--- config.mk ---
export PLATFORM = sky130hd
export DESIGN_NAME = disp_regbank
export DESIGN_NICKNAME = d
export VERILOG_FILES = /design/src/rtl/disp_pkg.sv /design/src/rtl/disp_cb_fifo.sv /design/src/rtl/disp_regbank.sv
export SDC_FILE = /design/constraint.sdc
export NUM_CORES = 1
export LEC_CHECK = 0
export CORE_UTILIZATION = 50
export CTS_BUF_LIST = sky130_fd_sc_hd__clkbuf_16
export DETAILED_ROUTE_END_ITERATION = 8
export HOLD_SLACK_MARGIN = 0.05
export PLACE_DENSITY = 0.76
export SLEW_MARGIN = 20
export SYNTH_ARGS = -nofsm -noshare
export SYNTH_HDL_FRONTEND = slang
export SYNTH_SLANG_ARGS = --single-unit
--- constraint.sdc ---
create_clock -name clk -period 3.7 [get_ports clk]
set_input_delay 0.37 -clock clk [delete_from_list [all_inputs] [get_ports clk]]
set_output_delay 0.37 -clock clk [all_outputs]
set_load 0.01 [all_outputs]
--- src/rtl/disp_pkg.sv ---
// Shared register map, reset values and field positions for the display register bank.
package disp_pkg;

    localparam int REG_CW_CS      = 0;
    localparam int REG_X_ORIG     = 1;
    localparam int REG_Y_ORIG     = 2;
    localparam int REG_X_SIZE     = 3;
    localparam int REG_Y_SIZE     = 4;
    localparam int REG_CB_ORIG_LO = 5;
    localparam int REG_CB_ORIG_HI = 6;
    localparam int REG_CHAR_RGL   = 7;
    localparam int REG_GRAPH_RGL  = 8;
    localparam int REG_CW_ROW     = 9;
    localparam int REG_CW_COL     = 10;
    localparam int REG_CB_WR_DATA = 11;
    localparam int REG_STATUS     = 12;
    localparam int REG_WR_PTR_LO  = 13;
    localparam int REG_WR_PTR_HI  = 14;

    localparam logic [2:0] BLACK  = 3'b000;
    localparam logic [2:0] YELLOW = 3'b110;
    localparam logic [2:0] BLUE   = 3'b001;
    localparam logic [2:0] RED    = 3'b100;

    localparam int CS_ADDR_INC  = 0;
    localparam int CS_INIT_DONE = 1;
    localparam int RGL_FG_LSB   = 0;
    localparam int RGL_BG_LSB   = 4;
    localparam int ST_EMPTY     = 0;
    localparam int ST_FULL      = 1;
    localparam int ST_OVF       = 2;
    localparam int ST_LVL_LSB   = 4;

    localparam int X_ORIG_RST = 96;
    localparam int Y_ORIG_RST = 0;
    localparam int X_SIZE_RST = 32;
    localparam int Y_SIZE_RST = 48;

    function automatic logic [7:0] rgl_pack(input logic [2:0] bg, input logic [2:0] fg);
        return {1'b0, bg, 1'b0, fg};
    endfunction

endpackage

--- src/rtl/disp_cb_fifo.sv ---
// Sync FIFO with first-word-fall-through head; 1-cycle push-to-head latency.
// A push while full is taken only if a pop happens on the same edge.
module disp_cb_fifo #(
    parameter int W     = 19,
    parameter int DEPTH = 8
) (
    input  logic                     clk,
    input  logic                     rst,
    input  logic                     push_i,
    input  logic [W-1:0]             wdata_i,
    input  logic                     pop_i,
    output logic [W-1:0]             rdata_o,
    output logic                     empty_o,
    output logic                     full_o,
    output logic [$clog2(DEPTH):0]   level_o
);
    localparam int PW = $clog2(DEPTH);

    logic [W-1:0]  mem_q [DEPTH];
    logic [PW-1:0] wptr_q, rptr_q;
    logic [PW:0]   cnt_q, cnt_d;
    logic          do_wr, do_rd;

    assign do_rd = pop_i & ~empty_o;
    assign do_wr = push_i & (~full_o | do_rd);

    always_comb begin
        cnt_d = cnt_q;
        if (do_wr && !do_rd)
            cnt_d = cnt_q + 1'b1;
        else if (!do_wr && do_rd)
            cnt_d = cnt_q - 1'b1;
    end

    always_ff @(posedge clk) begin
        if (rst) begin
            wptr_q <= '0;
            rptr_q <= '0;
            cnt_q  <= '0;
        end else begin
            if (do_wr)
                wptr_q <= wptr_q + 1'b1;
            if (do_rd)
                rptr_q <= rptr_q + 1'b1;
            cnt_q <= cnt_d;
        end
    end

    always_ff @(posedge clk) begin
        if (do_wr)
            mem_q[wptr_q] <= wdata_i;
    end

    assign rdata_o = mem_q[rptr_q];
    assign empty_o = (cnt_q == '0);
    assign full_o  = (cnt_q == (PW+1)'(DEPTH));
    assign level_o = cnt_q;

endmodule

--- src/rtl/disp_regbank.sv ---
// Display register bank: geometry/colour/cursor regs, registered readback (DISP_REGBANK_READBACK_EN),
// and a char-write FIFO draining to the char buffer; writes land 1 edge after the strobe.
// Char-buffer drain holds head stable while cb_wr_rdy is low; pushes into a full FIFO set ovf.
module disp_regbank
    import disp_pkg::*;
#(
    parameter int DATA_W     = 8,
    parameter int ADDR_W     = 4,
    parameter int CB_AW      = 11,
    parameter int CB_DEPTH   = 2048,
    parameter int FIFO_DEPTH = 8
) (
    input  logic              clk,
    input  logic              rst,
    input  logic              blk_sel,
    input  logic [ADDR_W-1:0] addr,
    input  logic              wr_en,
    input  logic              rd_en,
    input  logic [DATA_W-1:0] wr_data,
    output logic [DATA_W-1:0] rd_data,
    output logic [DATA_W-1:0] cw_x_orig,
    output logic [DATA_W-1:0] cw_y_orig,
    output logic [DATA_W-1:0] cw_x_size,
    output logic [DATA_W-1:0] cw_y_size,
    output logic [2:0]        char_fg_rgl,
    output logic [2:0]        char_bg_rgl,
    output logic [2:0]        graph_fg_rgl,
    output logic [2:0]        graph_bg_rgl,
    output logic [DATA_W-1:0] cw_row,
    output logic [DATA_W-1:0] cw_col,
    output logic              cw_row_col_update,
    output logic              buffer_init_done,
    output logic              cb_wr_en,
    input  logic              cb_wr_rdy,
    output logic [CB_AW-1:0]  cb_wr_addr,
    output logic [DATA_W-1:0] cb_wr_data
);
    localparam int LVL_W = $clog2(FIFO_DEPTH) + 1;
    localparam int ENT_W = CB_AW + DATA_W;

    logic [DATA_W-1:0] cs_q, xo_q, yo_q, xs_q, ys_q, org_lo_q, org_hi_q;
    logic [DATA_W-1:0] crgl_q, grgl_q, row_q, col_q;
    logic [DATA_W-1:0] rd_data_q, rd_data_d;
    logic [CB_AW-1:0]  wr_ptr_q, wr_ptr_d;
    logic              upd_q, ovf_q, ovf_d;
    logic              wr_hit, push_req, push_ok, pop, ovf_set, st_rd;
    logic              fifo_empty, fifo_full;
    logic [LVL_W-1:0]  fifo_lvl;
    logic [ENT_W-1:0]  head;

    assign wr_hit   = blk_sel & wr_en;
    assign push_req = wr_hit & (addr == ADDR_W'(REG_CB_WR_DATA));
    assign pop      = ~fifo_empty & cb_wr_rdy;
    // A full FIFO still accepts a push when the head leaves on the same edge.
    assign push_ok  = push_req & (~fifo_full | pop);
    assign ovf_set  = push_req & fifo_full & ~pop;

    always_ff @(posedge clk) begin
        if (rst) begin
            cs_q     <= '0;
            xo_q     <= DATA_W'(X_ORIG_RST);
            yo_q     <= DATA_W'(Y_ORIG_RST);
            xs_q     <= DATA_W'(X_SIZE_RST);
            ys_q     <= DATA_W'(Y_SIZE_RST);
            org_lo_q <= '0;
            org_hi_q <= '0;
            crgl_q   <= DATA_W'(rgl_pack(BLACK, YELLOW));
            grgl_q   <= DATA_W'(rgl_pack(BLUE, RED));
            row_q    <= '0;
            col_q    <= '0;
            upd_q    <= 1'b0;
        end else begin
            upd_q <= 1'b0;
            if (wr_hit) begin
                case (addr)
                    ADDR_W'(REG_CW_CS):      cs_q     <= wr_data;
                    ADDR_W'(REG_X_ORIG):     xo_q     <= wr_data;
                    ADDR_W'(REG_Y_ORIG):     yo_q     <= wr_data;
                    ADDR_W'(REG_X_SIZE):     xs_q     <= wr_data;
                    ADDR_W'(REG_Y_SIZE):     ys_q     <= wr_data;
                    ADDR_W'(REG_CB_ORIG_LO): org_lo_q <= wr_data;
                    ADDR_W'(REG_CB_ORIG_HI): org_hi_q <= wr_data;
                    ADDR_W'(REG_CHAR_RGL):   crgl_q   <= wr_data;
                    ADDR_W'(REG_GRAPH_RGL):  grgl_q   <= wr_data;
                    ADDR_W'(REG_CW_ROW): begin
                        row_q <= wr_data;
                        upd_q <= 1'b1;
                    end
                    ADDR_W'(REG_CW_COL): begin
                        col_q <= wr_data;
                        upd_q <= 1'b1;
                    end
                    default: ;
                endcase
            end
        end
    end

    always_comb begin
        wr_ptr_d = wr_ptr_q;
        if (wr_hit && addr == ADDR_W'(REG_CB_ORIG_LO))
            wr_ptr_d = CB_AW'({org_hi_q, wr_data});
        else if (wr_hit && addr == ADDR_W'(REG_CB_ORIG_HI))
            wr_ptr_d = CB_AW'({wr_data, org_lo_q});
        else if (push_ok && cs_q[CS_ADDR_INC])
            wr_ptr_d = (wr_ptr_q == CB_AW'(CB_DEPTH - 1)) ? '0 : wr_ptr_q + 1'b1;
    end

    // Set beats the read-clear when both land on one edge.
    assign ovf_d = ovf_set ? 1'b1 : (st_rd ? 1'b0 : ovf_q);

`ifdef DISP_REGBANK_READBACK_EN
    logic                rd_hit;
    logic [DATA_W-1:0]   rd_mux, status;
    logic [2*DATA_W-1:0] ptr_ext;

    assign rd_hit  = blk_sel & rd_en;
    assign st_rd   = rd_hit & (addr == ADDR_W'(REG_STATUS));
    assign ptr_ext = (2*DATA_W)'(wr_ptr_q);

    always_comb begin
        status = '0;
        status[ST_EMPTY] = fifo_empty;
        status[ST_FULL]  = fifo_full;
        status[ST_OVF]   = ovf_q;
        status[ST_LVL_LSB +: 4] = (32'(fifo_lvl) > 32'd15) ? 4'hF : 4'(fifo_lvl);
    end

    always_comb begin
        rd_mux = '0;
        case (addr)
            ADDR_W'(REG_CW_CS):      rd_mux = cs_q;
            ADDR_W'(REG_X_ORIG):     rd_mux = xo_q;
            ADDR_W'(REG_Y_ORIG):     rd_mux = yo_q;
            ADDR_W'(REG_X_SIZE):     rd_mux = xs_q;
            ADDR_W'(REG_Y_SIZE):     rd_mux = ys_q;
            ADDR_W'(REG_CB_ORIG_LO): rd_mux = org_lo_q;
            ADDR_W'(REG_CB_ORIG_HI): rd_mux = org_hi_q;
            ADDR_W'(REG_CHAR_RGL):   rd_mux = crgl_q;
            ADDR_W'(REG_GRAPH_RGL):  rd_mux = grgl_q;
            ADDR_W'(REG_CW_ROW):     rd_mux = row_q;
            ADDR_W'(REG_CW_COL):     rd_mux = col_q;
            ADDR_W'(REG_STATUS):     rd_mux = status;
            ADDR_W'(REG_WR_PTR_LO):  rd_mux = ptr_ext[DATA_W-1:0];
            ADDR_W'(REG_WR_PTR_HI):  rd_mux = ptr_ext[2*DATA_W-1:DATA_W];
            default:                 rd_mux = '0;
        endcase
    end

    assign rd_data_d = rd_hit ? rd_mux : rd_data_q;
`else
    logic unused_rb;
    assign unused_rb = ^{rd_en, cs_q, crgl_q, grgl_q, fifo_lvl};
    assign st_rd     = 1'b0;
    assign rd_data_d = '0;
`endif

    always_ff @(posedge clk) begin
        if (rst) begin
            wr_ptr_q  <= '0;
            ovf_q     <= 1'b0;
            rd_data_q <= '0;
        end else begin
            wr_ptr_q  <= wr_ptr_d;
            ovf_q     <= ovf_d;
            rd_data_q <= rd_data_d;
        end
    end

    disp_cb_fifo #(
        .W     (ENT_W),
        .DEPTH (FIFO_DEPTH)
    ) u_fifo (
        .clk     (clk),
        .rst     (rst),
        .push_i  (push_req),
        .wdata_i ({wr_ptr_q, wr_data}),
        .pop_i   (pop),
        .rdata_o (head),
        .empty_o (fifo_empty),
        .full_o  (fifo_full),
        .level_o (fifo_lvl)
    );

    assign rd_data           = rd_data_q;
    assign cw_x_orig         = xo_q;
    assign cw_y_orig         = yo_q;
    assign cw_x_size         = xs_q;
    assign cw_y_size         = ys_q;
    assign char_fg_rgl       = crgl_q[RGL_FG_LSB +: 3];
    assign char_bg_rgl       = crgl_q[RGL_BG_LSB +: 3];
    assign graph_fg_rgl      = grgl_q[RGL_FG_LSB +: 3];
    assign graph_bg_rgl      = grgl_q[RGL_BG_LSB +: 3];
    assign cw_row            = row_q;
    assign cw_col            = col_q;
    assign cw_row_col_update = upd_q;
    assign buffer_init_done  = cs_q[CS_INIT_DONE];
    assign cb_wr_en          = ~fifo_empty;
    assign {cb_wr_addr, cb_wr_data} = head;

endmodule

Yosys cells after proc, flatten, opt, wreduce, memory -nomap -nowiden
Memory sizes are Yosys's and may differ from the RTL's. A register that Yosys moved wholly into a read port is not among the register bits. Cells that the tools add are included.

Bitwise operators: 11. Eq/ne operators: 13. Reductions and logical operators: 24. Mux-type cells: 11. Add/subtract/negate cells: 5.

Operator list (count): $mux 11 (4); $reduce_and 2->1 (11); $eq 4x4->1 const B (5); $eq 4x3->1 const B (4); $add 11x1->11 const B (1); $eq 11x11->1 const B (1); $eq 4x2->1 const B (2); $logic_not 4->1 (2); $mux 4 (2); $add 3x1->3 const B (2); $and 1x1->1 (6); $mux 3 (2); $logic_and 1x1->1 (5); $add 4x1->4 const B (1); $eq 4x1->1 const B (1); $reduce_or 2->1 (2); $sub 4x1->4 const B (1); $mux 1 (3); $not 1->1 (3); $reduce_bool 3->1 (1); $logic_not 1->1 (2); $or 1x1->1 (2); $reduce_bool 2->1 (1).

Register bits after elaboration: 97. Output and inout port bits: 90. Logic and storage cells: 81. Bits in writable memories: 152. Memories: 1. Bits of input ports: 18.

Memory list: u_fifo.mem_q (words 8, width 19, rd ports 1, clocked after memory_dff 1, wr ports 1, line disp_cb_fifo.sv:19) `logic [W-1:0] mem_q [DEPTH];`.

Depth between registers and ports, before layout
Word-level depth: 10. Depth in mapped cells: 11. Gate-level depth less buffers: 11.

By module
Synthesis repeated with hierarchy kept, for this count alone.

Cell total of the unflattened synthesis: 727. Area, all modules: 10059.6 um^2.

Modules (own cells, without submodules): disp_cb_fifo (area each 6363.6 um^2, instances 1, cells each 292, sequential area each 4824.6 um^2); disp_regbank (area each 3696.0 um^2, instances 1, cells each 435, sequential area each 1701.6 um^2).

Worst setup path after synthesis
No wires, ideal clock.

Path kind: input -> register. Start: input addr[2]. End: memory u_fifo.mem_q[0][0] (enable). Path slack: 0.746 ns. Required time: 3.281 ns. Path buffers: 0. Library setup time: 0.419 ns. Data arrival time: 2.535 ns. Stages: 4. Cell sequence: nand4b_2 -> a211oi_2 -> nand2b_1 -> nor3_1.

Cells in the longest elaborated chain, start to end: 5.

RTL lines: start: declaration (line disp_regbank.sv:16) `input logic [ADDR_W-1:0] addr,`; $eq 4x4->1 (line disp_regbank.sv:52) `assign push_req = wr_hit & (addr == ADDR_W'(REG_CB_WR_DATA));`; $and 1x1->1 (line disp_regbank.sv:52); $and 1x1->1 (line disp_cb_fifo.sv:25) `assign do_wr = push_i & (~full_o | do_rd);`; named net u_fifo.do_wr (line disp_cb_fifo.sv:22) `logic do_wr, do_rd;`; $mux 1 (line disp_cb_fifo.sv:50) `if (do_wr)`; $mux 1 (not written as such) (line disp_cb_fifo.sv:51) `mem_q[wptr_q] <= wdata_i;`; end: declaration (line disp_cb_fifo.sv:19).

The timed path passes the listed nets, and every way through them passes these cells.

==> impl_metrics.env <==
export IMPL_htree_levels=1
export IMPL_ant_nets=0
export IMPL_detail_route_wl_per_cell_um=19.8
export IMPL_path_max_fanout=10
export IMPL_root_buffer="clkbuf_16"
export IMPL_hold_start="rst"
export IMPL_crit_path_top_delay_cell="dfxtp_2"
export IMPL_synthToLayoutAreaGrowth_pct=21.7
export IMPL_leakagePower_nw=4.09
export IMPL_ctsResizeCount=0
export IMPL_slew_viol_final=0
export IMPL_ys_ff_latch=250
export IMPL_status="finished, final reports clean"
export IMPL_nets=851
export IMPL_cp_start_kind="flop"
export IMPL_core_um2=19500
export IMPL_rsz0062_at_grt="false"
export IMPL_cts_buffer_depth=3
export IMPL_cts_tree="done"
export IMPL_fp_dieH_um=143
export IMPL_synth_top_area_cell="edfxtp_1"
export IMPL_via_count=6218
export IMPL_ys_types=51
export IMPL_setup_tns_final_ns=0
export IMPL_dpl_cell_area_um2=11300
export IMPL_cpLargestDelayFamily="multiplexers"
export IMPL_ys_warn_count=0
export IMPL_finalHoldViolCount=0
export IMPL_clk_pin_slew_ns=0.06
export IMPL_max_stage_delay_ns=0.55
export IMPL_portBuffers=98
export IMPL_die_area_um2=20500
export IMPL_overflow=0
export IMPL_r2r_start="u_fifo.level_o[0]"
export IMPL_grt_pass1_vias=6319
export IMPL_drv_cap=0
export IMPL_netlist_area_um2=9940
export IMPL_worst_r2r_setup_slack_ns=0.90
export IMPL_worst_ir_drop_vdd_v=0.000409
export IMPL_dr_first_iter_drc_count=467
export IMPL_drc_errors=0
export IMPL_final_area_um2=12100
export IMPL_cts_buffers=26
export IMPL_fp_row_count=51
export IMPL_hold_class="in2reg"
export IMPL_syn_area_per_cell_um2=13.9
export IMPL_worst_slew_pin_slew_ns=0.931
export IMPL_wl_um=22000
export IMPL_critical_path_class="reg2out"
export IMPL_synth_edf_count=152
export IMPL_pwr_density_cell_nw_per_um2=535
export IMPL_crit_chain="buf_4 -> mux4_2 -> mux2_2 -> clkdlybuf4s50_1"
export IMPL_synthTopCellsByArea="edfxtp_1 46%, dfxtp_1 20%, mux4_2 8.6%"
export IMPL_die_w_um=143
export IMPL_start_util_pct=51.1
export IMPL_fmaxAchievable_mhz=326
export IMPL_r2r_end="u_fifo.level_o[3]"
export IMPL_n_antenna_cell=0
export IMPL_ff2ff_path_depth=11
export IMPL_fin_skew_ns=0.00622
export IMPL_detailed_place_hpwl_um=13700
export IMPL_worstSetupEndpointType="output port"
export IMPL_fin_crit_ns=3.07
export IMPL_ios=108
export IMPL_antenna_found_initial=0
export IMPL_crit_required_ns=3.33
export IMPL_worstPathArrival_ns=2.70
export IMPL_insertion_delay_ns=0.52
export IMPL_grt_usage_pct=22.3
export IMPL_postCtsSetupRepairBufs=0
export IMPL_drt_vias_per_instance=5.60
export IMPL_ys_flop_type="edfxtp_1"
export IMPL_min_path_cells=2
export IMPL_synth_most_common_cell="edfxtp_1"
export IMPL_async_flop_share_pct=0
export IMPL_dp_cells=1062
export IMPL_dr_pass1_iters=5
export IMPL_gp_congestion=0.859
export IMPL_synth_top_area_share_pct=45.9
export IMPL_fin_cells=1111
export IMPL_slew_headroom_pct=37.7
export IMPL_ctsHoldBuffers=0
export IMPL_ys_seq_area_share_pct=65.6
export IMPL_drive_gt1_share_pct=16.0
export IMPL_synth_commonest_cells="152 x edfxtp_1, 98 x dfxtp_1, 72 x nand2_1, 64 x nor2_1, 45 x a21oi_1"
export IMPL_worstHoldEndpoint="org_lo_q[0]"
export IMPL_setup_viol=0
export IMPL_grt_max_degree=59
export IMPL_worstPathBufferInverterCount=2
export IMPL_syn_inst=716
export IMPL_finalCritPeriodShare_pct=82.9
export IMPL_grt_pass1_wl_um=34400
export IMPL_cts_num_sinks=250
export IMPL_fin_total_pwr_w=0.00648
[cell usage in the layout (no fill, tap or decap), types with 8 or more instances in the layout]
master / Yosys / routed
edfxtp_1: 152 / 152
dfxtp_1: 98 / 97
clkdlybuf4s50_1: 0 / 97
nand2_1: 72 / 72
nor2_1: 64 / 64
a21oi_1: 45 / 45
mux4_2: 38 / 38
mux2i_1: 34 / 34
clkbuf_16: 0 / 27
nand3_1: 26 / 26
buf_4: 8 / 23
mux2_2: 19 / 19
inv_1: 8 / 14
o21ai_0: 10 / 10
nand2b_1: 9 / 9
xor2_1: 8 / 8
conb_1: 1 / 8
[kinds of logic after synthesis]
family / count (synthesis) / share of synthesized area, %
flops: 250 / 65.6
simple gates: 206 / 9.63
compound gates: 94 / 6.17
mux: 91 / 14.2
buf+inv: 57 / 2.53
xor+xnor: 10 / 0.881
fa+ha+maj: 7 / 0.956
other cells: 1 / 0.0377
[sequential cells by signal (all words and copies together), names as in the netlist, named ones only]
name               cells
cw_row                 8
u_fifo.rptr_q          3
u_fifo.mem_q         152
cw_x_orig              8
u_fifo.level_o         4
org_lo_q               8
cw_col                 8
cw_x_size              8
cw_y_size              8
cs_q                   2
u_fifo.wptr_q          3
grgl_q                 6
org_hi_q               3
crgl_q                 6
cw_y_orig              8
cw_row_col_update      1
wr_ptr_q              11
[metrics by stage]
stage / hold WS [ns] / worst slack (ns) / utilization [%]
floorplan: 0.433 / 0.746 / -
global placement: 0.443 / 0.638 / 58.0
detailed placement: 0.446 / 0.592 / 58.0
CTS: 0.455 / 0.570 / 62.1
global route: 0.252 / 0.506 / 62.2
finish: 0.244 / 0.634 / 62.2
[layer usage]
| metal | vias up | wire (µm) | global-route usage, % | share of wire [%] |
|---|---|---|---|---|
| met5 | - | 0 | 0 | 0 |
| met4 | 0 | 512 | 7.36 | 2.3 |
| met3 | 35 | 1520 | 4.83 | 6.9 |
| met2 | 208 | 10400 | 36.9 | 47 |
| met1 | 3108 | 9500 | 29.3 | 43 |
| li1 | 2867 | - | - | - |
[layout make-up]
type / count / area (µm²)
clock buffers: 27 / 676
clock inverters: 21 / 119
fillers: 1433 / 7360
inverters: 8 / 30.0
multi-input cells: 416 / 3210
flip-flops and latches: 250 / 6530
well taps: 265 / 332
repair buffers: 124 / 1210
[power by group]
part / leakage, nW / switching [W] / total (W) / internal (W)
registers: 2.21 / 0.0000641 / 0.00305 / 0.00298
clock network: 0.420 / 0.00102 / 0.00240 / 0.00138
logic: 1.45 / 0.000451 / 0.00103 / 0.000575
total: 4.09 / 0.00154 / 0.00648 / 0.00494
[worst max path at each step]
stage	endpoint	slack, ns	depth (start not counted)
final	cb_wr_addr[7]	0.63	4
after global routing	cb_wr_addr[7]	0.51	4
after CTS	cb_wr_addr[3]	0.57	4
after detailed placement	u_fifo.level_o[3]	0.59	11
after global placement	u_fifo.level_o[3]	0.64	11
after floorplan	u_fifo.mem_q[0][0]	0.75	4
(Power assumes the default switching activity.)
